<file path="src/rtl/add_slice_sched_pkg.sv">
// Shared types, defaults and helpers for the time-multiplexed slice adder.
package add_sched_pkg;

  typedef enum logic [1:0] {
    IDLE = 2'd0,
    RUN  = 2'd1,
    HOLD = 2'd2
  } state_t;

  localparam int DEF_NREQ  = 4;
  localparam int DEF_WIDTH = 16;
  localparam int DEF_SLICE = 4;

  function automatic int clog2(input int v);
    int r;
    r = 0;
    while ((1 << r) < v) r++;
    return r;
  endfunction

endpackage

</file>
<file path="src/rtl/add_slice_sched_slice.sv">
// Combinational W-bit ripple-carry adder slice built from one full adder per bit.
module add_slice #(
  parameter int W = 4
) (
  input  logic [W-1:0] a,
  input  logic [W-1:0] b,
  input  logic         cin,
  output logic [W-1:0] sum,
  output logic         cout
);

  logic [W:0] c;

  assign c[0] = cin;

  for (genvar i = 0; i < W; i++) begin : g_fa
    assign sum[i]   = a[i] ^ b[i] ^ c[i];
    assign c[i+1]   = (a[i] & b[i]) | (c[i] & (a[i] ^ b[i]));
  end

  assign cout = c[W];

endmodule

</file>
<file path="src/rtl/add_slice_sched.sv">
// Round-robin scheduler sharing one SLICE-bit adder among NREQ requesters;
// each WIDTH-bit add runs LSB slice first, one slice per cycle.
module add_slice_sched
  import add_sched_pkg::*;
#(
  parameter int NREQ  = DEF_NREQ,
  parameter int WIDTH = DEF_WIDTH,
  parameter int SLICE = DEF_SLICE
) (
  input  logic                    clk,
  input  logic                    rst_n,
  input  logic [NREQ-1:0]         req_valid,
  input  logic [NREQ*WIDTH-1:0]   req_a,
  input  logic [NREQ*WIDTH-1:0]   req_b,
  input  logic [NREQ-1:0]         req_cin,
  output logic [NREQ-1:0]         req_ready,
  output logic                    rsp_valid,
  input  logic                    rsp_ready,
  output logic [WIDTH-1:0]        rsp_sum,
  output logic                    rsp_cout,
  output logic [clog2(NREQ)-1:0]  rsp_id
);

  localparam int IDW = clog2(NREQ);
  localparam int NSL = WIDTH / SLICE;
  localparam int CW  = (clog2(NSL) < 1) ? 1 : clog2(NSL);
  localparam logic [CW-1:0] LAST = CW'(NSL - 1);

  state_t state, state_nxt;

  logic [NREQ-1:0][WIDTH-1:0] a_arr, b_arr;
  logic [IDW-1:0]   ptr, gnt_idx, id_q;
  logic             gnt_any, accept, run_en, last;
  logic [WIDTH-1:0] a_q, b_q, sum_q;
  logic             carry, cout_q;
  logic [CW-1:0]    cnt;
  logic [SLICE-1:0] s_sum;
  logic             s_cout;
  logic [WIDTH+SLICE-1:0] sum_shift;

  assign a_arr = req_a;
  assign b_arr = req_b;

  // Round-robin search starting just past the last winner.
  always_comb begin
    int idx;
    logic [IDW-1:0] cand;
    gnt_any = 1'b0;
    gnt_idx = '0;
    idx     = 0;
    cand    = '0;
    for (int i = 1; i <= NREQ; i++) begin
      idx = int'(ptr) + i;
      if (idx >= NREQ) idx = idx - NREQ;
      cand = IDW'(idx);
      if (!gnt_any && req_valid[cand]) begin
        gnt_any = 1'b1;
        gnt_idx = cand;
      end
    end
  end

  always_ff @(posedge clk or negedge rst_n) begin
    if (!rst_n) state <= IDLE;
    else        state <= state_nxt;
  end

  always_comb begin
    state_nxt = state;
    case (state)
      IDLE:    if (gnt_any)   state_nxt = RUN;
      RUN:     if (last)      state_nxt = HOLD;
      HOLD:    if (rsp_ready) state_nxt = IDLE;
      default:                state_nxt = IDLE;
    endcase
  end

  always_comb begin
    req_ready = '0;
    accept    = 1'b0;
    run_en    = 1'b0;
    case (state)
      IDLE: if (gnt_any) begin
        req_ready[gnt_idx] = 1'b1;
        accept             = 1'b1;
      end
      RUN:     run_en = 1'b1;
      default: ;
    endcase
  end

  assign last = (cnt == LAST);

  // Operands shift down so the active slice always sits in the low bits.
  add_slice #(.W(SLICE)) u_slice (
    .a    (a_q[SLICE-1:0]),
    .b    (b_q[SLICE-1:0]),
    .cin  (carry),
    .sum  (s_sum),
    .cout (s_cout)
  );

  // Slice results enter at the top; after NSL steps slice 0 lands at bit 0.
  assign sum_shift = {s_sum, sum_q};

  always_ff @(posedge clk or negedge rst_n) begin
    if (!rst_n) begin
      ptr       <= IDW'(NREQ - 1);
      a_q       <= '0;
      b_q       <= '0;
      carry     <= 1'b0;
      cnt       <= '0;
      sum_q     <= '0;
      cout_q    <= 1'b0;
      id_q      <= '0;
      rsp_valid <= 1'b0;
    end else begin
      if (accept) begin
        a_q   <= a_arr[gnt_idx];
        b_q   <= b_arr[gnt_idx];
        carry <= req_cin[gnt_idx];
        id_q  <= gnt_idx;
        ptr   <= gnt_idx;
        cnt   <= '0;
      end
      if (run_en) begin
        a_q   <= a_q >> SLICE;
        b_q   <= b_q >> SLICE;
        sum_q <= sum_shift[WIDTH+SLICE-1:SLICE];
        carry <= s_cout;
        cnt   <= cnt + 1'b1;
        if (last) begin
          rsp_valid <= 1'b1;
          cout_q    <= s_cout;
        end
      end
      if (state == HOLD && rsp_ready) rsp_valid <= 1'b0;
    end
  end

  assign rsp_sum  = sum_q;
  assign rsp_cout = cout_q;
  assign rsp_id   = id_q;

endmodule
</file>
<file path="config.mk">
export PLATFORM = sky130hd
export DESIGN_NAME = add_slice_sched
export DESIGN_NICKNAME = d
export VERILOG_FILES = /design/src/rtl/add_slice_sched_pkg.sv /design/src/rtl/add_slice_sched_slice.sv /design/src/rtl/add_slice_sched.sv
export SDC_FILE = /design/constraint.sdc
export NUM_CORES = 1
export LEC_CHECK = 0
export ABC_AREA = 1
export CAP_MARGIN = 20
export CORE_AREA = 2 2 75 130
export DETAILED_ROUTE_END_ITERATION = 7
export DIE_AREA = 0 0 77 132
export PLACE_DENSITY = 0.84
export SLEW_MARGIN = 5
export SYNTH_ARGS = -nofsm -noshare
export SYNTH_HDL_FRONTEND = slang
export SYNTH_SLANG_ARGS = --single-unit
</file>
<file path="constraint.sdc">
create_clock -name clk -period 4.3 [get_ports clk]
set_input_delay 0.43 -clock clk [delete_from_list [all_inputs] [get_ports clk]]
set_output_delay 0.43 -clock clk [all_outputs]
set_load 0.1 [all_outputs]
</file>
==> impl_results.md, run 1 <==
- Status: completed
- Mean Syn Cell Area: 6.36 um^2
- Most common cell in the netlist: nand2_1
- Avg Vias per Cell: a little over 5
- Number of flops mapped to enable cells by yosys: 0
- Top cells by area, synth: dfrtp_1 (33%), nand2_1 (18%), nand3_1 (15%)
- Vias in the first global route: ~4,900
- Clk slew on worst S/H paths: 50 ps
- Routability Congestion: 0.852
- Worst path arrival time: 2910 ps
- Critical path capture point type: output port
- 1st-pass router iterations: 5
- CP Cell Sequence: inv_6 > nand2_1 > nand3_1 > nand2_2 > nor2_4 > nand4_2 > nand2_4 > inv_1 > nand2_1 > nor2_1 > buf_12
- Placed wire-length estimate: roughly 9900 um
- Crit-path max FO: 22
- Clock power frac: 0.111
- Sequential share of power: 0.173
- Sw Ratio: 0.564
- ANT nets after route: 0
- Ys flop type: dfrtp_1
- Final Setup Violations: 0
- Main combinational cell family by area after synthesis: simple AND/OR/NAND/NOR gates
- Max frequency: approximately 0.3 GHz
- Core area: roughly 9100 um^2
- Crit start category: register
- CTS Sinks: around 60
- Slowest-stage cell, CP: dfstp_2
- Total CTS buffers: 9
- Commonest cells in the netlist: nand2_1 (201), inv_1 (149), nand3_1 (132), dfrtp_1 (57), o21ai_0 (32)
- VDD IR max: a little under 700 uV
- PD cells: approximately 950 nW/um^2
- Synth Instances: roughly 670
- Worst skew pair latency: around 320 ps
- P_int: 2560 uW
- R2R Setup Slk: roughly 1200 ps
- Htree depth: 3
- Die Height: 132 um
- Worst slew margin: 0.346
- Starting Density: 0.469
- Area delta synth->final: 45.2%
- Yosys reg bits: between 50 and 60
- Syn nets: 815
- GRT Total Usage: 0.263
- Setup TNS Final: 0 ps
- IO Port Bufs: about 160
- Async set-reset flop share out of synthesis: 1.00
- Worst-Margin Slew: slightly below 1000 ps
- Pin count of the biggest net entering global routing: 76
- Yosys top cell area share: 0.334
- Count of non-filler cells in the finished layout: 940
- Placed insts: 924
- Setup Buffers After CTS: 0
- Crit path time final: ~3300 ps
- TritonCTS clock tree: done
- Clock Tree Buf Depth: 2
- RSZ-0062 raised after global routing: false
- Layout cells sized above 1: 0.0683
- Post-synthesis mux area share: 0
- Diodes inserted: 0
- Die width: 77 um
- Net count, final: 959
- Most frequent CP cell: nand2_1
- Setup WS pre-CTS: between 900 and 1000 ps
- Fin worst setup slack: between 900 and 1000 ps
- Final Max Slew Viols: 0
- Final WL: approximately 13,000 um
- Cell taking the most area after synthesis: dfrtp_1
- Comb pwr share: 0.716
- Post-Synthesis Cell Area: 4270 um^2
- Starting DRT DRC Count: 232
- Tot Pwr: roughly 6000 uW
- Post-layout util: 0.681
- Sequential area share after synthesis: 0.347
- Root Buffer: clkbuf_16
- DIE AREA: between 10,000 and 15,000 um^2
- DRC viols: 0
- Max-cap check violation count: 0
- Simple-Gate Fraction of Synth Area: 0.388
- FF-to-FF path depth: 14
- Global route overflow: 0
- Synth cell types: 30
- Final hold violation count: 0
- Ports: roughly 160
- Post-cts sizing count: 0
- Initial antenna violation count: 0
- Synth Area in Adders: 0.0217
- Final Skew: between 4 and 5 ps
- Hold buffers post-CTS: 0
- First-pass GRT wire length: 21,700 um
- Row cnt: 46
- P_leak: 0.00323 uW
- Yosys warns: 0
- Synth Area in Compound Gates: 0.0607
- Period utilisation layout: 0.778
- Worst hold path class: primary input to asynchronous set/reset pin
- Vias: roughly 4,800
- Post-synthesis xor/xnor area fraction: 0
- WS Path Type: register to output port
- Switching power: roughly 3300 uW
- Wirelength per Cell: approximately 14 um
- Crit path largest cell delay: roughly 660 ps
- Worst EP required: ~3900 ps
## power groups by stage
stage | clock, uW | sequential (uW) | combinational (uW)
detailed placement | 0 | 1020 | 4160
CTS | 654 | 1020 | 4200
global placement | 0 | 1010 | 4060
floorplan | 0 | 1580 | 2720
global route | 680 | 1040 | 4670
finish | 648 | 1020 | 4200
## state kept, by name, summed over array words and instances, names as in the netlist
register / cells
a_q: 16
b_q: 16
carry: 1
cnt: 2
ptr: 2
rsp_cout: 1
rsp_id: 2
rsp_sum: 16
rsp_valid: 1
state: 2
## cell families after synthesis
logic type | count (synthesis)
adders and majority gates | 5
DFF | 59
buffers and inverters | 189
AOI/OAI and AO/OA | 48
and+or+nand+nor | 370
## critical path: cells and delay by family (launching register included)
| kind | cells | cell delay [ps] |
|---|---|---|
| buffers and inverters | 3 | 810 |
| DFF | 1 | 660 |
| and+or+nand+nor | 8 | 1110 |
## worst paths after layout
path                                start      endpoint
worst max-delay path               ptr[0]  req_ready[1]
worst min-delay path                rst_n     rsp_id[0]
min in group clk                rsp_id[0]     rsp_id[0]
worst max register to register     ptr[0]        a_q[9]
max in group asynchronous           rst_n       b_q[14]
worst min register to register  rsp_id[0]     rsp_id[0]
## layout make-up
type / instances / area, um^2
Sequential cell: 59 / 1480
Fill cell: 824 / 2900
Inverter: 154 / 583
Multi-Input combinational cell: 423 / 2010
Clock buffer: 14 / 264
Tap cell: 120 / 150
Clock inverter: 2 / 10.0
Timing Repair Buffer: 168 / 1700
## cell usage in the layout (no fill, tap or decap), drive strengths merged
master / n
nand3: 134
dfstp: 2
nor2: 10
fa: 4
buf: 11
o21ai: 33
nand2: 208
a22o: 1
ha: 1
or2: 14
dfrtp: 57
inv: 154
clkinv: 2
nand4: 2
a21oi: 2
nor3: 2
o22ai: 12
clkbuf: 14
clkdlybuf4s50: 157
## through the flow
stage          cell area [um^2]  hold WS (ps)
6_report                   6200           256
5_1_grt                    6200           321
4_1_cts                    6200           285
3_5_place_dp               5920           470
3_3_place_gp               5920           453
2_1_floorplan              4270           134
## routing by layer
metal,track usage,share of wire
met4,0.163,0.056
met5,0,0
met2,0.503,0.56
met1,0.256,0.33
met3,0.0432,0.051
Power figures use the tool's default switching activity.
==> run 2, diff against run 1 <==
Settings changed: CORE_AREA 2 2 75 130 to 2 2 77 134, DIE_AREA 0 0 77 132 to 0 0 79 136, PLACE_DENSITY 0.84 to 0.8.
Clock period 4.3 ns to 3.5 ns, I/O delays scaled along.
==> run 2 against run 1 <==
Worst hold slack worse by 230 ps. Highest routed layer unchanged. Worst setup slack worse by 690 ps. Cell count grew 0.64%. Critical path depth grew 1. Routed wire length shrank 0.77%. Critical path type unchanged. Critical endpoint unchanged.
==> impl_results.md, run 2 (synthesis results as in run 1) <==
- IO Port Bufs: roughly 160
- Max frequency: roughly 0.31 GHz
- Placed wire-length estimate: approximately 10000 um
- Core area: 9730 um^2
- Detailed-routed wire length on met3: 513 um
- Hold buffers post-CTS: 0
- Final WL: approximately 13,000 um
- RSZ-0062 raised after global routing: false
- Setup Buffers After CTS: 0
- Global route overflow: 0
- Most frequent CP cell: nand2_1
- Max-cap check violation count: 0
- 1st-pass router iterations: 5
- Crit path time final: approximately 3200 ps
- Avg Vias per Cell: between 5 and 6
- Period utilisation layout: 0.923
- Crit-path max FO: 22
- TritonCTS clock tree: done
- Crit. Startpoint: ptr[0]
- Crit path largest cell delay: approximately 660 ps
- Final Max Slew Viols: 0
- FF-to-FF path depth: 12
- Worst slew margin: 0.321
- Met2 WL: between 7000 and 8000 um
- Start of the worst register-to-register path: ptr[0]
- Layout cells sized above 1: 0.0743
- Worst skew pair latency: 320 ps
- Net count, final: 960
- Post-cts sizing count: 0
- Critical path capture point type: output port
- Vias in the first global route: 4,747
- Crit path depth: 12
- Routability Congestion: ~0.90
- Clk slew on worst S/H paths: roughly 50 ps
- First-pass GRT wire length: approximately 21,000 um
- Die Height: 136 um
- Die width: roughly 79 um
- Hold_ws: between 20 and 30 ps
- Vias: between 4,000 and 5,000
- Root Buffer: clkbuf_16
- Pin count of the biggest net entering global routing: between 60 and 70
- Most frequent cells in the layout: nand2_1 (201), clkdlybuf4s50_1 (157), inv_1 (149)
- DRC viols: 0
- Final hold violation count: 0
- Ports: around 160
- Status: completed
- Fill count: roughly 860
- CP Cell Sequence: inv_6 > nand2_1 > nand2_1 > nand2_1 > nand2_2 > nor2_4 > nand3_1 > nand3_1 > nand2_1 > inv_2 > nor2_1 > buf_12
- Worst path arrival time: between 2000 and 3000 ps
- Worst EP required: roughly 3200 ps
- Final Skew: 4.15 ps
- Initial antenna violation count: 0
- Diodes inserted: 0
- Buf+Inv Stages, Crit Path: 3
- Worst-Margin Slew: 1020 ps
- GRT Total Usage: 0.248
- Row cnt: 48
- R2R Setup Slk: just over 700 ps
- Capture point of the critical path: req_ready[1]
- WS Path Type: register to output port
- Placed insts: 930
- Final Setup Violations: 0
- Starting DRT DRC Count: 337
- Count of non-filler cells in the finished layout: 946
- Kind of cell adding the most delay to the critical path: simple AND/OR/NAND/NOR gates
- Htree depth: 3
- CTS Sinks: between 50 and 60
- Crit start category: register
- Total CTS buffers: 9
- Worst hold path class: primary input to asynchronous set/reset pin
- Top routing layer in use: met4
- Setup TNS Final: 0 ps
- Starting Density: 0.439
- Area delta synth->final: 46.9%
- DRT met1 WL: around 4600 um
- Clock Tree Buf Depth: 2
- Reg2reg end: a_q[1]
- Wirelength per Cell: around 14 um
- Post-layout util: 0.644
- DIE AREA: 10,700 um^2
- Slowest-stage cell, CP: dfstp_2
- Most common cell after layout, fill and taps aside: nand2_1
- ANT nets after route: 0
==> run 2: layer usage <==
| layer | track usage | up-vias |
|---|---|---|
| met5 | 0 | - |
| met4 | 0.138 | 0 |
| met3 | 0.0345 | 51 |
| met2 | 0.458 | 184 |
| met1 | 0.266 | 2203 |
| li1 | - | 2326 |
==> run 2: worst min-delay path by stage <==
stage / startpoint / endpoint
6_report: rst_n / state[0]
5_1_grt: rst_n / rsp_valid
4_1_cts: rst_n / state[0]
3_5_place_dp: rst_n / state[0]
3_3_place_gp: rst_n / rsp_id[0]
2_1_floorplan: rst_n / a_q[0]
==> run 2: stage by stage <==
step / setup WS, ps / cell area, um^2
2_1_floorplan: -504 / 4270
3_3_place_gp: 653 / 5950
3_5_place_dp: 517 / 5950
4_1_cts: 342 / 6270
5_1_grt: 104 / 6270
6_report: 270 / 6270
==> run 2: cell type report <==
class / count / area, um^2 / share of cell area
flip-flops and latches: 59 / 1480 / 0.236
well taps: 125 / 156 / 0.0250
multi-input cells: 423 / 2010 / 0.321
inverters: 154 / 583 / 0.0930
clock inverters: 4 / 47.5 / 0.00758
repair buffers: 169 / 1720 / 0.275
clock buffers: 12 / 267 / 0.0425
Power of run 2 is not shown: default switching activity piles up to over one toggle a cycle in this logic, so the estimate is an artifact.
==> run 3, diff against run 2 <==
Settings changed: CORE_AREA 2 2 77 134 to 2 2 75 130, DIE_AREA 0 0 79 136 to 0 0 77 132, MAX_ROUTING_LAYER set to met4, PLACE_DENSITY 0.8 to 0.84.
Clock period 3.5 ns to 3.9 ns, I/O delays scaled along.
==> run 3 against run 2 <==
Flip-flop and latch count is the same. Core utilization is 4.0 points higher. Global-route usage rose by 1.6 points. Cell count is 0.74% lower. Sequential share of layout area up 0.17 points. First-iteration DRC count is 16% higher.
==> impl_results.md, run 3 (synthesis results as in run 1) <==
- DRT met1 WL: approximately 4500 um
- Worst EP required: 3510 ps
- DRC viols: 0
- ANT nets after route: 0
- Die Height: ~130 um
- 1st-pass router iterations: 6
- Total CTS buffers: 9
- Net count, final: 959
- Wirelength per Cell: 13.9 um
- Area delta synth->final: 45.9%
- Vias: roughly 4,800
- Global route overflow: 0
- Max frequency: ~0.30 GHz
- Root Buffer: clkbuf_16
- WS Path Type: register to output port
- Status: completed
- Met2 WL: 7440 um
- Most common cell after layout, fill and taps aside: nand2_1
- Vias in the first global route: roughly 4,800
- Post-cts sizing count: 0
- DIE AREA: about 10,000 um^2
- First-pass GRT wire length: ~21,000 um
- Layout cells sized above 1: 0.0696
- Starting Density: 0.469
- Ports: around 160
- RSZ-0062 raised after global routing: false
- Worst path arrival time: around 3000 ps
- Row cnt: between 40 and 50
- Setup Buffers After CTS: 0
- Final hold violation count: 0
- Worst slew margin: 0.314
- Most frequent cells in the layout: nand2_1 (201), clkdlybuf4s50_1 (157), inv_1 (149)
- Crit start category: register
- Routability Congestion: 0.863
- Placed wire-length estimate: 9970 um
- Detailed-routed wire length on met3: about 660 um
- Final WL: between 10,000 and 15,000 um
- Crit-path max FO: 28
- Placed insts: around 900
- Worst hold path class: primary input to asynchronous set/reset pin
- Crit path time final: about 3300 ps
- IO Port Bufs: approximately 160
- Diodes inserted: 0
- Worst-Margin Slew: between 1000 and 1500 ps
- TritonCTS clock tree: done
- Count of non-filler cells in the finished layout: 939
- Core area: 9090 um^2
- Hold buffers post-CTS: 0
- CTS Sinks: 59
- Clock Tree Buf Depth: 2
- Die width: ~77 um
- Final Max Slew Viols: 0
- Pin count of the biggest net entering global routing: 58
- Period utilisation layout: 0.848
- Top routing layer in use: met4
- Initial antenna violation count: 0
- Clk slew on worst S/H paths: around 50 ps
- Final Skew: approximately 8 ps
- Final Setup Violations: 0
- Critical path capture point type: output port
- Htree depth: 3
- Worst skew pair latency: 330 ps
- Avg Vias per Cell: 5.09
- Starting DRT DRC Count: 390
- Max-cap check violation count: 0
- GRT Total Usage: 0.264
run 3: per-stage QoR:
step / cell area (um^2) / worst slack [ps] / hold slack [ps] / TNS (ps) / util
final: 6220 / 595 / 75.1 / 0 / 0.684
after global routing: 6220 / 423 / 119 / 0 / 0.684
after detailed placement: 5930 / 749 / 443 / 0 / 0.652
after floorplan: 4270 / -144 / 94.4 / -144 / -
after global placement: 5930 / 958 / 430 / 0 / 0.652
after CTS: 6220 / 661 / 97.3 / 0 / 0.684
run 3: path summary, 6_finish.rpt:
check / start / end / slack, ps / cells past startpoint
max reg2reg: ptr[0] / a_q[9] / 840 / 15
min in group clk: rsp_sum[3] / rsp_sum[3] / 480 / 2
min reg2reg: rsp_sum[3] / rsp_sum[3] / 480 / 2
min: rst_n / rsp_id[1] / 80 / 1
max: ptr[0] / req_ready[1] / 590 / 13
max in group asynchronous: rst_n / b_q[1] / 2980 / 2
run 3: metal layers:
layer	vias to the layer above	track usage
li1	2328	-
met1	2203	0.265
met2	202	0.509
met3	42	0.0349
met4	0	0.0982
met5	-	-
run 3: final cells by class:
class	instances	area [um^2]
fill	837	2870
multi-input combinational	423	2010
timing repair buffer	168	1700
sequential	59	1480
inverter	154	583
clock buffer	13	260
tap	120	150
clock inverter	2	35.0
run 3: critical path: stages (launching register included):
cell,delay (ps)
dfstp_2,670
inv_6,80
nand2_1,70
nand2_1,70
nand2_1,120
nand2_2,90
nor2_4,140
nand3_2,110
nand2_1,90
nand2_2,60
nand2_2,400
nand2_1,210
nor2_1,250
buf_12,210
Power of run 3 is left out for the same reason.
